[src/rtl/fp_add_pkg.sv]
// Shared types and constants for the multi-cycle single-precision adder.
// Working operand layout: {sign, exp, hidden, mant, guard}.
package fp_add_pkg;

  localparam int EXP_W   = 8;
  localparam int MANT_W  = 23;
  localparam int GUARD_W = 4;
  localparam int WORK_W  = 28;

  localparam logic [31:0]      QNAN          = 32'h7FC0_0000;
  localparam logic [EXP_W-1:0] EXP_MAX       = 8'hFF;
  localparam int               ALIGN_CAP_DEF = 27;

  typedef logic [2:0] state_t;
  localparam state_t S_IDLE    = 3'd0;
  localparam state_t S_SPECIAL = 3'd1;
  localparam state_t S_ALIGN   = 3'd2;
  localparam state_t S_ADD     = 3'd3;
  localparam state_t S_NORM    = 3'd4;
  localparam state_t S_ROUND   = 3'd5;
  localparam state_t S_DONE    = 3'd6;

  typedef struct packed {
    logic               sign;
    logic [EXP_W-1:0]   exp;
    logic               hidden;
    logic [MANT_W-1:0]  mant;
    logic [GUARD_W-1:0] guard;
  } work_t;

  function automatic logic [WORK_W-1:0] mant28(input work_t w);
    return {w.hidden, w.mant, w.guard};
  endfunction

endpackage

[src/rtl/fp_add_sequencer_if.sv]
// Operand-issue and writeback handshake bundle for fp_add_sequencer.
interface fp_add_sequencer_if;
  logic        in_valid;
  logic        in_ready;
  logic [31:0] a;
  logic [31:0] b;
  logic        out_valid;
  logic        out_ready;
  logic [31:0] result;
  logic [2:0]  flags;
  logic        busy;

  modport master (
    output in_valid, a, b, out_ready,
    input  in_ready, out_valid, result, flags, busy
  );

  modport slave (
    input  in_valid, a, b, out_ready,
    output in_ready, out_valid, result, flags, busy
  );
endinterface

[src/rtl/fp_unpack37.sv]
// Combinational split of an IEEE-754 single into the 37-bit working operand.
// Denormals get an effective exponent of 1 with the hidden bit clear.
module fp_unpack37
  import fp_add_pkg::*;
(
  input  logic [31:0] ieee_i,
  output work_t       op_o,
  output logic        is_nan_o,
  output logic        is_inf_o,
  output logic        is_zero_o,
  output logic        is_denorm_o
);
  logic [EXP_W-1:0]  exp_raw;
  logic [MANT_W-1:0] mant_raw;

  assign exp_raw  = ieee_i[30:23];
  assign mant_raw = ieee_i[22:0];

  assign op_o.sign   = ieee_i[31];
  assign op_o.exp    = (exp_raw == '0) ? 8'd1 : exp_raw;
  assign op_o.hidden = (exp_raw != '0);
  assign op_o.mant   = mant_raw;
  assign op_o.guard  = '0;

  assign is_nan_o    = (exp_raw == EXP_MAX) && (mant_raw != '0);
  assign is_inf_o    = (exp_raw == EXP_MAX) && (mant_raw == '0);
  assign is_zero_o   = (exp_raw == '0) && (mant_raw == '0);
  assign is_denorm_o = (exp_raw == '0) && (mant_raw != '0);
endmodule

[src/rtl/fp_add_sequencer.sv]
// Multi-cycle IEEE-754 single adder: align, add, normalize and round one
// step per cycle over one shared shift/add datapath.
module fp_add_sequencer
  import fp_add_pkg::*;
#(
  parameter int ALIGN_CAP = ALIGN_CAP_DEF
) (
  input  logic                clk,
  input  logic                rst_n,
  fp_add_sequencer_if.slave   bus
);
  localparam logic [7:0] CAP8 = 8'(ALIGN_CAP);

  work_t ua, ub;
  logic  a_nan, a_inf, a_zero, a_den;
  logic  b_nan, b_inf, b_zero, b_den;

  fp_unpack37 u_unpack_a (
    .ieee_i(bus.a), .op_o(ua), .is_nan_o(a_nan), .is_inf_o(a_inf),
    .is_zero_o(a_zero), .is_denorm_o(a_den)
  );
  fp_unpack37 u_unpack_b (
    .ieee_i(bus.b), .op_o(ub), .is_nan_o(b_nan), .is_inf_o(b_inf),
    .is_zero_o(b_zero), .is_denorm_o(b_den)
  );

  state_t              state_q, state_d;
  logic                x_sign_q, x_sign_d;
  logic signed [9:0]   x_exp_q, x_exp_d;
  logic [WORK_W-1:0]   x_mant_q, x_mant_d;
  logic [WORK_W-1:0]   y_mant_q, y_mant_d;
  logic                sub_q, sub_d;
  logic [7:0]          d_q, d_d;
  logic [WORK_W:0]     sum_q, sum_d;
  logic [31:0]         spec_res_q, spec_res_d;
  logic                spec_nan_q, spec_nan_d;
  logic [31:0]         result_q, result_d;
  logic [2:0]          flags_q, flags_d;
  logic                out_valid_q, out_valid_d;

  logic              accept;
  logic              a_ge_b;
  work_t             opx, opy;
  logic [7:0]        exp_diff;
  logic              rnd_g, rnd_s, rnd_l, rnd_inc;
  logic [24:0]       rnd_sum;
  logic [23:0]       rnd_mant;
  logic signed [9:0] rnd_exp;
  logic              rnd_ovf;

  assign accept = bus.in_valid && (state_q == S_IDLE);

  // Ordering only matters for the datapath; equal magnitudes keep A as X.
  assign a_ge_b   = (ua.exp > ub.exp) ||
                    ((ua.exp == ub.exp) && ({ua.hidden, ua.mant} >= {ub.hidden, ub.mant}));
  assign opx      = a_ge_b ? ua : ub;
  assign opy      = a_ge_b ? ub : ua;
  assign exp_diff = opx.exp - opy.exp;

  assign rnd_g    = sum_q[3];
  assign rnd_s    = |sum_q[2:0];
  assign rnd_l    = sum_q[4];
  assign rnd_inc  = rnd_g && (rnd_s || rnd_l);
  assign rnd_sum  = {1'b0, sum_q[27:4]} + {24'd0, rnd_inc};
  assign rnd_mant = rnd_sum[24] ? rnd_sum[24:1] : rnd_sum[23:0];
  assign rnd_exp  = rnd_sum[24] ? (x_exp_q + 10'sd1) : x_exp_q;
  assign rnd_ovf  = (rnd_exp >= 10'sd255);

  always_comb begin
    state_d     = state_q;
    x_sign_d    = x_sign_q;
    x_exp_d     = x_exp_q;
    x_mant_d    = x_mant_q;
    y_mant_d    = y_mant_q;
    sub_d       = sub_q;
    d_d         = d_q;
    sum_d       = sum_q;
    spec_res_d  = spec_res_q;
    spec_nan_d  = spec_nan_q;
    result_d    = result_q;
    flags_d     = flags_q;
    out_valid_d = out_valid_q;

    case (state_q)
      S_IDLE: begin
        if (accept) begin
          if ((ua.exp == EXP_MAX) || (ub.exp == EXP_MAX)) begin
            spec_nan_d = a_nan || b_nan || (a_inf && b_inf && (ua.sign != ub.sign));
            spec_res_d = a_inf ? {ua.sign, EXP_MAX, 23'd0} : {ub.sign, EXP_MAX, 23'd0};
            state_d    = S_SPECIAL;
          end else begin
            x_sign_d = opx.sign;
            x_exp_d  = $signed({2'b00, opx.exp});
            x_mant_d = mant28(opx);
            y_mant_d = mant28(opy);
            sub_d    = opx.sign ^ opy.sign;
            d_d      = (exp_diff > CAP8) ? CAP8 : exp_diff;
            state_d  = S_ALIGN;
          end
        end
      end
      S_SPECIAL: begin
        result_d = spec_nan_q ? QNAN : spec_res_q;
        flags_d  = {spec_nan_q, 2'b00};
        state_d  = S_DONE;
      end
      S_ALIGN: begin
        if (d_q == '0) begin
          state_d = S_ADD;
        end else begin
          y_mant_d = {1'b0, y_mant_q[WORK_W-1:1]} | {{(WORK_W-1){1'b0}}, y_mant_q[0]};
          d_d      = d_q - 8'd1;
        end
      end
      S_ADD: begin
        sum_d   = sub_q ? ({1'b0, x_mant_q} - {1'b0, y_mant_q})
                        : ({1'b0, x_mant_q} + {1'b0, y_mant_q});
        state_d = S_NORM;
      end
      S_NORM: begin
        if (sum_q == '0) begin
          x_sign_d = 1'b0;
          x_exp_d  = '0;
          state_d  = S_ROUND;
        end else if (sum_q[WORK_W]) begin
          sum_d   = {1'b0, sum_q[WORK_W:2], sum_q[1] | sum_q[0]};
          x_exp_d = x_exp_q + 10'sd1;
          state_d = S_ROUND;
        end else if (!sum_q[WORK_W-1] && (x_exp_q > 10'sd1)) begin
          sum_d   = {sum_q[WORK_W-1:0], 1'b0};
          x_exp_d = x_exp_q - 10'sd1;
        end else begin
          state_d = S_ROUND;
        end
      end
      S_ROUND: begin
        if (rnd_ovf) begin
          result_d = {x_sign_q, EXP_MAX, 23'd0};
          flags_d  = 3'b011;
        end else begin
          // A clear hidden bit after rounding means a denormal result.
          result_d = {x_sign_q, rnd_mant[23] ? rnd_exp[7:0] : 8'h00, rnd_mant[22:0]};
          flags_d  = {2'b00, rnd_g || rnd_s};
        end
        state_d = S_DONE;
      end
      S_DONE: begin
        if (!out_valid_q) begin
          out_valid_d = 1'b1;
        end else if (bus.out_ready) begin
          out_valid_d = 1'b0;
          state_d     = S_IDLE;
        end
      end
      default: state_d = S_IDLE;
    endcase
  end

  always_ff @(posedge clk or negedge rst_n) begin
    if (!rst_n) begin
      state_q     <= S_IDLE;
      x_sign_q    <= 1'b0;
      x_exp_q     <= '0;
      x_mant_q    <= '0;
      y_mant_q    <= '0;
      sub_q       <= 1'b0;
      d_q         <= '0;
      sum_q       <= '0;
      spec_res_q  <= '0;
      spec_nan_q  <= 1'b0;
      result_q    <= '0;
      flags_q     <= '0;
      out_valid_q <= 1'b0;
    end else begin
      state_q     <= state_d;
      x_sign_q    <= x_sign_d;
      x_exp_q     <= x_exp_d;
      x_mant_q    <= x_mant_d;
      y_mant_q    <= y_mant_d;
      sub_q       <= sub_d;
      d_q         <= d_d;
      sum_q       <= sum_d;
      spec_res_q  <= spec_res_d;
      spec_nan_q  <= spec_nan_d;
      result_q    <= result_d;
      flags_q     <= flags_d;
      out_valid_q <= out_valid_d;
    end
  end

  assign bus.in_ready  = (state_q == S_IDLE);
  assign bus.busy      = (state_q != S_IDLE);
  assign bus.out_valid = out_valid_q;
  assign bus.result    = result_q;
  assign bus.flags     = flags_q;
endmodule

[src/flat_wrapper.sv]
// flat-port wrapper written by rule: the top's interface ports become plain ports
module fp_add_sequencer_flat import fp_add_pkg::*;
#(
  parameter int ALIGN_CAP = ALIGN_CAP_DEF
)
  (clk, rst_n, bus_in_valid, bus_a, bus_b, bus_out_ready, bus_in_ready, bus_out_valid, bus_result, bus_flags, bus_busy);
  fp_add_sequencer_if bus_i ();
  input  logic clk;
  input  logic rst_n;
  input wire logic [$bits(bus_i.in_valid)-1:0] bus_in_valid;
  input wire logic [$bits(bus_i.a)-1:0] bus_a;
  input wire logic [$bits(bus_i.b)-1:0] bus_b;
  input wire logic [$bits(bus_i.out_ready)-1:0] bus_out_ready;
  output wire logic [$bits(bus_i.in_ready)-1:0] bus_in_ready;
  output wire logic [$bits(bus_i.out_valid)-1:0] bus_out_valid;
  output wire logic [$bits(bus_i.result)-1:0] bus_result;
  output wire logic [$bits(bus_i.flags)-1:0] bus_flags;
  output wire logic [$bits(bus_i.busy)-1:0] bus_busy;
  assign bus_i.in_valid = bus_in_valid;
  assign bus_i.a = bus_a;
  assign bus_i.b = bus_b;
  assign bus_i.out_ready = bus_out_ready;
  assign bus_in_ready = bus_i.in_ready;
  assign bus_out_valid = bus_i.out_valid;
  assign bus_result = bus_i.result;
  assign bus_flags = bus_i.flags;
  assign bus_busy = bus_i.busy;
  fp_add_sequencer #(.ALIGN_CAP(ALIGN_CAP)) u_core (.clk(clk), .rst_n(rst_n), .bus(bus_i));
endmodule
[config.mk]
export PLATFORM = sky130hd
export DESIGN_NAME = fp_add_sequencer_flat
export DESIGN_NICKNAME = d
export VERILOG_FILES = /design/src/rtl/fp_add_pkg.sv /design/src/rtl/fp_add_sequencer_if.sv /design/src/rtl/fp_unpack37.sv /design/src/rtl/fp_add_sequencer.sv /design/src/flat_wrapper.sv
export SDC_FILE = /design/constraint.sdc
export NUM_CORES = 1
export LEC_CHECK = 0
export BUFFER_PORTS_ARGS = -buffer_cell sky130_fd_sc_hd__buf_4
export CORE_UTILIZATION = 47
export DETAILED_ROUTE_END_ITERATION = 8
export PLACE_DENSITY = 0.68
export SETUP_SLACK_MARGIN = 0.4
export SYNTH_ARGS = -nofsm -noshare
export SYNTH_HDL_FRONTEND = slang
export SYNTH_SLANG_ARGS = --single-unit
export TNS_END_PERCENT = 30
[constraint.sdc]
create_clock -name clk -period 4.5 [get_ports clk]
set_clock_uncertainty 0.1 [all_clocks]
set_input_delay 0.45 -clock clk [delete_from_list [all_inputs] [get_ports clk]]
set_output_delay 0.45 -clock clk [all_outputs]
set_load 0.05 [all_outputs]
### Word-level counts from Yosys, hierarchy flattened

Index checks and enable logic that the tools add are counted.

| storage, ports and cells | value |
|---|---|
| logic and storage cells | 144 |
| input bits | 68 |
| output and inout bits | 38 |
| bits in registers | 177 |

| cells by class | value |
|---|---|
| bitwise operators | 4 |
| $lt $le $gt $ge | 5 |
| multiplexer cells | 48 |
| equality and inequality tests | 23 |
| reduce and logical (&&, ||, !) cells | 43 |
| add/subtract/negate cells | 7 |

Operator list:

| operator | number |
|---|---|
| 29-bit two-way mux | 4 |
| 28-bit two-way mux | 3 |
| 37-bit two-way mux | 2 |
| 32-bit two-way mux | 2 |
| 32-bit case mux with 2 select lines | 1 |
| 10-bit two-way mux | 6 |
| 29-bit case mux with 2 select lines | 1 |
| 8-bit two-way mux | 7 |
| 28-bit case mux with 2 select lines | 1 |
| 23-bit logical NOT | 2 |
| 23-bit nonzero test | 2 |
| 8-bit equality test (second input constant) | 4 |
| 31-bit two-way mux | 1 |
| 28-bit by 28-bit adder with 29-bit output | 1 |
| 29-bit logical NOT | 1 |
| 28-bit by 28-bit subtractor with 29-bit output | 1 |
| 27-bit by 1-bit OR with 27-bit output | 1 |
| 24-bit by 1-bit adder with 25-bit output | 1 |
| 24-bit greater-or-equal comparator | 1 |
| 8-bit logical NOT | 3 |
| 24-bit two-way mux | 1 |
| 3-bit two-way mux | 7 |
| 10-bit case mux with 2 select lines | 1 |
| 3-bit case mux with 6 select lines | 1 |
| other kinds (39) | 75 |

### Depth between registers and ports, before layout

Gate-level depths: netlist (run 1).

| depth | value |
|---|---|
| depth after elaboration | 12 |
| mapped depth | 22 |
| depth with buffers taken out | 19 |

### By module

From an unflattened synthesis (run 1), not the netlist that was laid out.

| second synthesis, totals | value |
|---|---|
| cell total of the unflattened synthesis | 1661 |
| area, all modules | 12390.6 um2 |

Modules (own cells, without submodules):

| module | area an instance (um2) | sequential area each (um2) | cells an instance | instances |
|---|---|---|---|---|
| fp_add_sequencer | 11599.9 | 3678.5 | 1547 | 1 |
| fp_unpack37 | 395.4 | 0.0 | 57 | 2 |

### Least setup slack after synthesis (run 1)

No wires, ideal clock.

| path | value |
|---|---|
| path type | input -> register |
| from | in bus_a[27] |
| to | reg u_core.d_q[4] |
| cell stages on the path | 22 |
| required time | 4259 ps |
| data arrival time | 5001 ps |
| library setup time | 141 ps |
| path buffers | 3 |
| path slack | -742 ps |
| cells stage by stage | or4_1 nor4_1 nand2_1 ha_1 nand4_1 or3_1 o211a_1 o211a_1 nor2_1 clkbuf_1 buf_1 clkbuf_1 nor3_1 a21oi_1 ha_1 nand2_1 o211ai_1 o31ai_1 nor4b_2 o21bai_1 a2111oi_2 a211oi_1 |

| between the ends | value |
|---|---|
| longest elaborated chain between the ends | 12 |
| elaborated cells between the ends (all ways) | 20 |
| classes of those cells | add/sub (1); order compare (3); eq/ne (3); mux (7); reduce/logical (6) |

Ends and longest elaborated chain:

| what | RTL line | source |
|---|---|---|
| start: declaration | flat_wrapper.sv:11 | `input wire logic [$bits(bus_i.a)-1:0] bus_a;` |
| branches (longest 12 deep; another with 24-bit greater-or-equal comparator) | -- |  |
| end signal: assignment | fp_add_sequencer.sv:167 | `d_q <= '0;` |
| end signal: assignment | fp_add_sequencer.sv:181 | `d_q <= d_d;` |
| end: declaration | fp_add_sequencer.sv:33 | `logic [7:0] d_q, d_d;` |

Parallel ways; which one is timed is not known. The select of a mux whose other input is x is not followed.
A chain may end at the register's enable or synchronous reset.

### Worst setup path in the final report (run 1)

| path | value |
|---|---|
| from | reg u_core.y_mant_q[5] |
| to | reg u_core.sum_q[27] |

| between the ends | value |
|---|---|
| longest elaborated chain between the ends | 3 |
| elaborated cells between the ends (all ways) | 4 |
| classes of those cells | add/sub (2); mux (2) |

Ends and longest elaborated chain:

| what | RTL line | source |
|---|---|---|
| start: declaration | fp_add_sequencer.sv:31 | `logic [WORK_W-1:0] y_mant_q, y_mant_d;` |
| start signal: assignment | fp_add_sequencer.sv:179 | `y_mant_q <= y_mant_d;` |
| 28-bit by 28-bit adder with 29-bit output or 28-bit by 28-bit subtractor with 29-bit output (tied branches) | fp_add_sequencer.sv:117, fp_add_sequencer.sv:116 |  |
| 29-bit two-way mux (*) | fp_add_sequencer.sv:116 | `sum_d = sub_q ? ({1'b0, x_mant_q} - {1'b0, y_mant_q})` |
| 29-bit case mux with 2 select lines (*) | fp_add_sequencer.sv:84 | `case (state_q)` |
| end signal: assignment | fp_add_sequencer.sv:182 | `sum_q <= sum_d;` |
| end: declaration | fp_add_sequencer.sv:34 | `logic [WORK_W:0] sum_q, sum_d;` |

Mark *: on every way between the ends. The rest lies on a longest branch, timed or not.

==> run metrics, run 1 <==
Clock transition at path regs 0.07 ns; Hold WC Path Type input port to asynchronous set/reset pin; P&R area growth vs syn 17.4%; Final Cycle Share slightly above 90%; Peak VDD IR roughly 0.0004 V; Synth cell types between 70 and 80; Longest Clk Path Bufs 2; post-synth top area share between 30% and 40%; largest net degree at the start of global routing between 90 and 100; EDFF count, synth 0; Core Rows 56; asr flop ratio synth 100%; #FFs+latches synth between 100 and 150; post-synthesis mux area share approximately 1.5%; R2R setup slack 0.41 ns; share of cells above drive strength 1 about 15%; GRT Total Usage approximately a quarter; dominant synthesized flop cell dfrtp_1; outcome finished with violations; commonest non-fill, non-tap cells in the layout nand2_1 (208), nor2_1 (190), o21ai_0 (152), buf_4 (152), a21oi_1 (145); layout net count approximately 1.7k; syn_nets 1672; Fmax 245 MHz; first-pass GRT wire length ~50000 um; Skew-Pair Late Insertion Delay around 0.44 ns; CTS tree built; core box area between 20000 and 25000 um2; Root Driver clkbuf_16; Layout Cells excl Fill between 1.5k and 2k; commonest non-fill, non-tap cell in the layout nand2_1; final wirelength just over 30000 um; static leakage around 6.0 nW; Die ar. 25100 um2; total chip power approximately 11 mW; Hold Fails Final Rpt 14; Synth Area in Compound Gates 24.2%; DPL Wire Length about 23000 um; crit path to u_core.sum_q[27]$_DFFE_PN0P_; crit start category flop; Post-Synth XOR/XNOR Area 6.40%; Tmin final ~4 ns; crit path max fanout 5; Slew @ Worst Pin approximately 1.1 ns; Port Buffers roughly 110; number of routed nets with antenna violations 0; max-slew violation count 0; RSZ-0062 raised after global routing yes; final instance area 13500 um2; CTS H-tree depth 4; Ys Warns 0; area leader, netlist dfrtp_1; hold_ws -0.0292 ns; Cell Area, Synth 11500 um2; Via density between 5 and 6; largest family of logic cells by synthesized area compound AO/OA/AOI/OAI gates; IO Count about 110; Starting Density 48.4%; Area contributors post-synth dfrtp_1 (31%), ha_1 (6.9%), nand2_1 (6.9%); DRC violations left 0; relative slew slack approximately 29%; placed inst area ~13000 um2; post-synthesis adder-cell area fraction about 7%; DR WL/cell 15.7 um; crit path DAT about 4.3 ns; Die Y between 150 and 200 um; final setup violation count 0; required time worst endpoint 4.76 ns; register area share after synthesis slightly above 30%; r2r worst-path depth 15; Setup TNS 0 ns; Pwr Density between 700 and 800 nW/um2; R2R Path End u_core.sum_q[27]$_DFFE_PN0P_; simple-gate area share of the yosys netlist 24.2%; vias in the first global route between 9k and 10k; WS Path Type flop to flop; Die W ~160 um; Inst Count DP 1901; drt first pass iters 5; initial antenna violation count 0; Antenna diodes 0; synthesized area per cell approximately 7.5 um2; Syn Inst Count approximately 1.5k; Congestion Overflow GR 0; RePlAce Congestion 0.858; DR iter-0 viols 756; violated checks hold timing; critical path startpoint u_core.y_mant_q[5]$_DFFE_PN0P_; TritonCTS Buffers 17; reg2reg start u_core.y_mant_q[5]$_DFFE_PN0P_; # Max-Cap Violations 0; CP endpoint kind flop; utilization after layout a little under three fifths; Clock Sinks around 140; DR vias roughly 11k
-- report_power, final --
part	switching, mW	internal [mW]
clock network	0.588	0.895
registers	0.731	1.83
logic	3.98	2.70
total	5.30	5.43
-- metal layers --
layer,vias to the layer above,wire (um),GRT usage [%]
met5,-,0,0
met4,0,452,6.73
met3,32,1380,3.32
met2,287,13400,39.1
met1,5102,15100,36.6
li1,5590,-,-
-- repair_timing --
item                                    4_1_cts  5_1_grt
pin swaps                                     5        8
hold buffers                                  0        0
buffers inserted                              1        5
endpoints found under the setup margin       11       14
gates resized for setup                      11       20
-- cell families (layout without fill, tap and decap cells) --
| family | Yosys count | after routing |
|---|---|---|
| AOI/OAI and AO/OA | 457 | 457 |
| xor gates and xnor gates | 84 | 84 |
| adders and majority gates | 63 | 63 |
| buffers and inverters | 170 | 249 |
| DFF | 143 | 143 |
| muxes | 16 | 16 |
| and+or+nand+nor | 608 | 608 |
-- through the flow --
step | hold WS [ns] | setup WS [ns]
after floorplan | 0.0544 | -0.159
after global placement | 0.355 | 0.0255
after detailed placement | 0.366 | -0.110
after CTS | 0.0260 | 0.343
after global routing | 0.0667 | 0.154
final | -0.0292 | 0.415
-- area by class of cell --
type / count / area (um2)
Fill cell: 2227 / 10200
Clock inverter: 14 / 178
Multi-Input combinational cell: 1228 / 7500
Tap cell: 319 / 399
Clock buffer: 18 / 439
Sequential cell: 143 / 3580
Timing Repair Buffer: 155 / 1170
Inverter: 62 / 233
-- Yosys cell counts (all sizes together), types with 3 or more instances --
cell,instances
o21bai,5
o211ai,9
o211a,4
or3,9
a221oi,4
nor2b,8
dfrtp,143
a21oi,146
nor3,33
nand2,210
o21a,8
ha,63
or4,3
or2,3
a22oi,5
inv,62
a222oi,7
a31oi,12
nor3b,13
nor4,26
o41ai,4
o22ai,17
a2111oi,4
nand2b,19
nand3,37
a21boi,3
a22o,7
nand4,19
mux2,6
xnor2,51
o31ai,6
and3,20
clkbuf,80
buf,28
mux2i,10
nor2,192
a211oi,9
a21o,19
and2,6
o21ai,157
xor2,33
o31a,5
a2bb2oi,4
-- how the worst min path moves through the flow --
stage / slack [ns] / to / start
after floorplan: 0.05 / u_core.bus.flags[0]$_DFFE_PN0P_ / rst_n
after global placement: 0.36 / u_core.spec_res_q[30]$_DFFE_PN0P_ / u_core.spec_res_q[30]$_DFFE_PN0P_
after detailed placement: 0.37 / u_core.bus.result[10]$_DFFE_PN0P_ / u_core.bus.result[10]$_DFFE_PN0P_
after CTS: 0.03 / u_core.bus.result[29]$_DFFE_PN0P_ / rst_n
after global routing: 0.07 / u_core.bus.result[25]$_DFFE_PN0P_ / rst_n
final: -0.03 / u_core.bus.result[29]$_DFFE_PN0P_ / rst_n
-- sequential cells by signal (all words and copies together), names as in the netlist --
signal	count
u_core.y_mant_q	28
u_core.bus.flags	3
u_core.x_exp_q	10
u_core.x_sign_q	1
u_core.bus.out_valid	1
u_core.state_q	3
u_core.spec_nan_q	1
u_core.sub_q	1
u_core.x_mant_q	24
u_core.bus.result	32
u_core.d_q	8
u_core.spec_res_q	2
u_core.sum_q	29
-- critical path: stages, from the launching register on --
cell	delay, ns
dfrtp_1	0.38
or4_4	0.58
nor4_2	0.25
buf_4	0.18
a21oi_1	0.08
xnor2_1	0.16
ha_1	0.38
and3_1	0.22
nand2_1	0.09
or4b_1	0.59
a31oi_2	0.25
nor2_1	0.09
o21ai_2	0.18
o41ai_2	0.08
mux2_2	0.28
nor2_1	0.10
(Power assumes the default switching activity.)
==> run 2: changes to the inputs <==
--- a/config.mk
+++ b/config.mk
@@ -6,9 +6,9 @@
 export NUM_CORES = 1
 export LEC_CHECK = 0
 export BUFFER_PORTS_ARGS = -buffer_cell sky130_fd_sc_hd__buf_4
-export CORE_UTILIZATION = 47
+export CORE_UTILIZATION = 40
 export DETAILED_ROUTE_END_ITERATION = 8
-export PLACE_DENSITY = 0.68
+export PLACE_DENSITY = 0.6
 export SETUP_SLACK_MARGIN = 0.4
 export SYNTH_ARGS = -nofsm -noshare
 export SYNTH_HDL_FRONTEND = slang
==> run metrics, run 2 (synthesized netlist as in run 1, its figures left out) <==
outcome finished, final reports clean (was finished with violations); Hold WC Path Type input port to asynchronous set/reset pin (unchanged); # Max-Cap Violations 0 (unchanged); DR WL/cell 15.8 um (was 15.7 um); total chip power 10.9 mW (was 10.7 mW); GRT Total Usage 22.2% (was 25.2%); initial antenna violation count 0 (unchanged); Buf+Inv Stages, Crit Path 2 (was 1); Place WS -0.229 ns (was -0.110 ns); first-pass GRT wire length 52800 um (was 50300 um); PnR worst setup slack 0.364 ns (was 0.415 ns); Die Y 172 um (was 158 um); Hold Fails Final Rpt 0 (was 14); RePlAce Congestion 0.902 (was 0.858); Core Rows 61 (was 56); most frequent cell on the critical path o211a_1 (was nor2_1); Die W 172 um (was 158 um); Clock Sinks 143 (unchanged); max reg flops 32 (unchanged); drt first pass iters 5 (unchanged); layout net count 1742 (was 1738); largest net degree at the start of global routing 99 (was 91); TritonCTS Buffers 17 (unchanged); vias in the first global route 10.2k (was 9873); IO Count 106 (unchanged); Fmax 242 MHz (was 245 MHz); Die ar. 29400 um2 (was 25100 um2); required time worst endpoint 4.69 ns (was 4.76 ns); RSZ-0062 raised after global routing yes (unchanged); Antenna diodes 0 (unchanged); DPL Wire Length 23900 um (was 23100 um); DRC violations left 0 (unchanged); commonest non-fill, non-tap cells in the layout nand2_1 (208), nor2_1 (190), buf_4 (155) (was nand2_1 (208), nor2_1 (190), o21ai_0 (152), buf_4 (152), a21oi_1 (145)); Clock transition at path regs 0.06 ns (was 0.07 ns); CTS H-tree depth 4 (unchanged); final setup violation count 0 (unchanged); max-slew violation count 0 (unchanged); Port Buffers 105 (unchanged); CTS tree built (unchanged); Via density 5.45 (was 5.68); crit path max fanout 4 (was 5); WS Path Type input port to flop (was flop to flop); Congestion Overflow GR 0 (unchanged); DR iter-0 viols 759 (was 756); share of cells above drive strength 1 15.5% (was 14.8%); worst-path cell with the longest stage delay or4_4 (was or4b_1); core box area 28000 um2 (was 23800 um2); Slew @ Worst Pin 1.14 ns (was 1.07 ns); Tmin final 4.14 ns (was 4.09 ns); Longest Clk Path Bufs 2 (unchanged); number of routed nets with antenna violations 0 (unchanged); Root Driver clkbuf_16 (unchanged); DR vias 10.9k (was 11.0k); static leakage 6.04 nW (was 6.03 nW); Max stage delay on crit path 0.54 ns (was 0.59 ns); crit path DAT 4.32 ns (was 4.34 ns); P&R area growth vs syn 18.8% (was 17.4%); CP top delay family simple AND/OR/NAND/NOR gates (unchanged); Final Cycle Share 91.9% (was 90.8%); final wirelength 31600 um (was 30400 um); CP endpoint kind flop (unchanged); Peak VDD IR 0.000367 V (was 0.000396 V); relative slew slack 24.0% (was 28.6%); hold_buf cts 0 (unchanged); Pwr Density 799 nW/um2 (was 794 nW/um2); commonest non-fill, non-tap cell in the layout nand2_1 (unchanged); crit start category input port (was flop); Skew-Pair Late Insertion Delay 0.43 ns (was 0.44 ns); crit-path cells buf_6 -> or4_4 -> nor4_4 -> nand2_2 -> ha_4 -> nand4_1 -> or3_1 -> o211a_1 -> o211a_1 -> nor2_4 -> nor3_2 -> a21oi_2 -> ha_2 -> nand2_1 -> o211ai_1 -> o31ai_2 -> buf_4 -> nor4b_4 -> o21bai_4 -> a2111oi_4 -> a211oi_1 (was or4_4 -> nor4_2 -> buf_4 -> a21oi_1 -> xnor2_1 -> ha_1 -> and3_1 -> nand2_1 -> or4b_1 -> a31oi_2 -> nor2_1 -> o21ai_2 -> o41ai_2 -> mux2_2 -> nor2_1); Starting Density 41.1% (was 48.4%)
==> run 2: cell types whose count changed in the layout (fill, tap and decap cells not counted), moves of 3 or more <==
cell,delta
o21ai_0,-4
a21oi_1,-3
a21oi_2,+3
o21ai_1,+3
inv_6,-4
buf_4,+3
==> run 2: where the power goes <==
part	leakage, nW	switching (mW)	internal (mW)
Clock	0.273	0.577	0.818
Sequential	1.81	0.707	1.83
Combinational	3.95	4.15	2.84
==> run 2: final timing paths <==
| check | from | end | slack (ns) | cells after the start |
|---|---|---|---|---|
| max | bus_a[27] | u_core.d_q[4]$_DFFE_PN0P_ | 0.36 | 21 |
| min | rst_n | u_core.bus.result[28]$_DFFE_PN0P_ | 0.02 | 1 |
| max reg2reg | u_core.y_mant_q[4]$_DFFE_PN0P_ | u_core.sum_q[27]$_DFFE_PN0P_ | 0.39 | 18 |
| min reg2reg | u_core.bus.result[6]$_DFFE_PN0P_ | u_core.bus.result[6]$_DFFE_PN0P_ | 0.37 | 2 |
| max in group asynchronous | rst_n | u_core.x_mant_q[18]$_DFFE_PN0P_ | 3.35 | 2 |
| min in group clk | bus_a[31] | u_core.spec_res_q[31]$_DFFE_PN0P_ | 0.25 | 3 |
==> run 2: cell type report <==
type                            count  area (um2)
Fill cell                        2752       14300
Multi-Input combinational cell   1228        7600
Sequential cell                   143        3580
Timing Repair Buffer              159        1210
Tap cell                          378         473
Clock buffer                       19         433
Inverter                           62         233
Clock inverter                     13         141
==> run 2: what timing repair did <==
item | 4_1_cts | 5_1_grt
resized for setup | 12 | 42
setup endpoints to repair | 13 | 14
buffers inserted | 2 | 3
pin swaps | 6 | 21
==> run 2: routing by layer <==
layer  wire length (um)  vias up  GRT usage (%)
met1              16500     5060           32.8
li1                   -     5584              -
met4                559        0           5.55
met5                  0        -              0
met2              13500      232           34.3
met3               1090       31           2.55
==> run 2: stage by stage <==
stage	instances	hold WS, ns	utilization (%)	TNS (ns)	area, um2
2_1_floorplan	1541	0.0544	-	-0.543	11600
3_3_place_gp	1965	0.352	45.6	-0.00856	12800
3_5_place_dp	1965	0.357	45.6	-0.709	12800
4_1_cts	1999	0.0741	48.0	0	13500
5_1_grt	2002	0.109	48.8	0	13700
6_report	2002	0.0206	48.8	0	13700
==> run 3: changes to the inputs <==
--- a/config.mk
+++ b/config.mk
@@ -8,7 +8,7 @@
 export BUFFER_PORTS_ARGS = -buffer_cell sky130_fd_sc_hd__buf_4
 export CORE_UTILIZATION = 40
 export DETAILED_ROUTE_END_ITERATION = 8
-export PLACE_DENSITY = 0.6
+export PLACE_DENSITY = 0.57
 export SETUP_SLACK_MARGIN = 0.4
 export SYNTH_ARGS = -nofsm -noshare
 export SYNTH_HDL_FRONTEND = slang
==> constraint.sdc (replaced) <==
create_clock -name clk -period 5.35 [get_ports clk]
set_clock_uncertainty 0.1 [all_clocks]
set_input_delay 0.535 -clock clk [delete_from_list [all_inputs] [get_ports clk]]
set_output_delay 0.535 -clock clk [all_outputs]
set_load 0.05 [all_outputs]
==> run metrics, run 3 (synthesized netlist as in run 1, its figures left out) <==
outcome finished, final reports clean (unchanged); DR vias 10.7k (was 10.9k); drt first pass iters 5 (unchanged); Starting Density 41.1% (unchanged); DR WL met2 13300 um (was 13500 um); share of cells above drive strength 1 11.2% (was 15.5%); Congestion Overflow GR 0 (unchanged); Pwr Density 677 nW/um2 (was 799 nW/um2); utilization after layout 46.9% (was 48.8%); Switch Pwr 4.39 mW (was 5.43 mW); core box area 28000 um2 (unchanged); TritonCTS Buffers 17 (unchanged); Layout Cells excl Fill 1961 (was 2002); hold_buf cts 0 (unchanged); P&R area growth vs syn 14.3% (was 18.8%); RePlAce Congestion 0.888 (was 0.902); Fmax between 200 and 250 MHz; max reg flops 32 (unchanged); required time worst endpoint 5.53 ns (was 4.69 ns); switch share 49.3% (was 49.7%); vias in the first global route 9856 (was 10.2k); Core Rows 61 (unchanged); Clock Sinks 143 (unchanged); Tmin final ~4.6 ns; Die ar. 29400 um2 (unchanged); first-pass GRT wire length 51200 um (was 52800 um); DR WL/cell 15.9 um (was 15.8 um); Peak VDD IR 0.000272 V (was 0.000367 V); DRC violations left 0 (unchanged); final setup violation count 0 (unchanged); relative slew slack 26.3% (was 24.0%); static leakage 5.82 nW (was 6.04 nW); uppermost layer routed met4 (unchanged); IO Count 106 (unchanged); # Max-Cap Violations 0 (unchanged); Port Buffers 105 (unchanged); RSZ-0062 raised after global routing yes (unchanged); crit path DAT 4.81 ns (was 4.32 ns); wl on met1 16300 um (was 16500 um); commonest non-fill, non-tap cell in the layout nand2_1 (unchanged); Clk pwr share 14.4% (was 12.8%); Slew @ Worst Pin 1.11 ns (was 1.14 ns); # resized after CTS 0 (was 12); Root Driver clkbuf_16 (unchanged); sequential fraction of design power 24.3% (was 23.2%); layout net count 1702 (was 1742); Inst Count DP 1930 (was 1965); GRT Total Usage 21.8% (was 22.2%); CTS H-tree depth 4 (unchanged); WS Path Type input port to flop (unchanged); Via density 5.45 (about the same); Die W 172 um (unchanged); Antenna diodes 0 (unchanged); Final Cycle Share 86.7%; number of routed nets with antenna violations 0 (unchanged); Skew-Pair Late Insertion Delay 0.42 ns (was 0.43 ns); Hold Fails Final Rpt 0 (unchanged); DPL Wire Length 23500 um (was 23900 um); Setup TNS 0 ns (unchanged); crit path max fanout 6 (was 4); final instance area 13200 um2 (was 13700 um2); final wirelength 31200 um (was 31600 um); commonest non-fill, non-tap cells in the layout nand2_1 (209), nor2_1 (190), o21ai_0 (153) (was nand2_1 (208), nor2_1 (190), buf_4 (155)); max-slew violation count 0 (unchanged); largest net degree at the start of global routing 100 (was 99); CP endpoint kind flop (unchanged); Post-CTS Setup Inserts 0 (was 2); CTS tree built (unchanged); placed inst area 12500 um2 (was 12800 um2); DR iter-0 viols 551 (was 759); Logic pwr share 61.2% (was 64.0%); Clock transition at path regs 0.06 ns (about the same); Hold WC Path Type input port to asynchronous set/reset pin (unchanged); Die Y 172 um (unchanged); initial antenna violation count 0 (unchanged); DR WL met3 1070 um (was 1090 um); crit start category input port (unchanged); Int Pwr 4.51 mW (was 5.49 mW); Longest Clk Path Bufs 2 (unchanged)
[run 3: cell types whose count changed in the layout (fill, tap and decap cells not counted), moves of 3 or more]
cell | previous run | this run
buf_4 | 155 | 118
a21oi_1 | 142 | 146
ha_1 | 60 | 63
o21ai_0 | 148 | 153
buf_6 | 4 | 1
a21oi_2 | 4 | 0
nor3_1 | 26 | 29
o21ai_1 | 7 | 4
clkbuf_8 | 0 | 3
[run 3: layout make-up]
class / instances / area, um2
Inverter: 62 / 233
Multi-Input combinational cell: 1228 / 7340
Sequential cell: 143 / 3580
Clock buffer: 22 / 474
Timing Repair Buffer: 119 / 897
Fill cell: 2890 / 14900
Clock inverter: 9 / 158
Tap cell: 378 / 473
[run 3: final timing paths]
path	start	to	slack (ns)	cells past startpoint
worst max register to register	u_core.y_mant_q[5]$_DFFE_PN0P_	u_core.sum_q[27]$_DFFE_PN0P_	0.78	17
max in group asynchronous	rst_n	u_core.sum_q[8]$_DFFE_PN0P_	3.87	2
worst min register to register	u_core.bus.result[16]$_DFFE_PN0P_	u_core.bus.result[16]$_DFFE_PN0P_	0.38	2
worst min-delay path	rst_n	u_core.bus.result[28]$_DFFE_PN0P_	0.11	1
worst max-delay path	bus_a[27]	u_core.d_q[4]$_DFFE_PN0P_	0.71	20
min in group clk	bus_a[31]	u_core.spec_res_q[31]$_DFFE_PN0P_	0.33	3
[run 3: metal layers]
metal / up-vias / GRT usage [%]
li1: 5524 / -
met4: 0 / 6.06
met2: 229 / 33.2
met1: 4889 / 32.0
met3: 36 / 2.76
met5: - / 0
[run 3: per-stage QoR]
step | total power [mW] | setup WS, ns | hold WS, ns
2_1_floorplan | 6.27 | 0.405 | 0.139
3_3_place_gp | 7.52 | 0.305 | 0.354
3_5_place_dp | 7.60 | 0.154 | 0.358
4_1_cts | 8.92 | 0.600 | 0.144
5_1_grt | 9.75 | 0.356 | 0.175
6_report | 8.90 | 0.714 | 0.108
[run 3: critical path: stages]
cell	delay, ns
buf_4	0.13
or4_1	0.59
nor4_4	0.23
nand2_1	0.15
ha_1	0.32
nand4_1	0.15
or3_1	0.33
o211a_1	0.24
o211ai_1	0.15
nand2_2	0.10
nor3_2	0.16
a21oi_1	0.10
ha_1	0.20
nand2_1	0.07
o211ai_1	0.18
o31ai_2	0.35
a21boi_0	0.22
o21bai_1	0.15
a2111oi_2	0.34
a211oi_1	0.12
[run 3: power groups by stage]
| stage | logic, mW | registers (mW) | clock network [mW] |
|---|---|---|---|
| after floorplan | 4.09 | 2.18 | 0 |
| after detailed placement | 5.42 | 2.17 | 0 |
| after global placement | 5.36 | 2.16 | 0 |
| final | 5.45 | 2.17 | 1.28 |
| after CTS | 5.46 | 2.16 | 1.31 |
| after global routing | 6.15 | 2.24 | 1.36 |
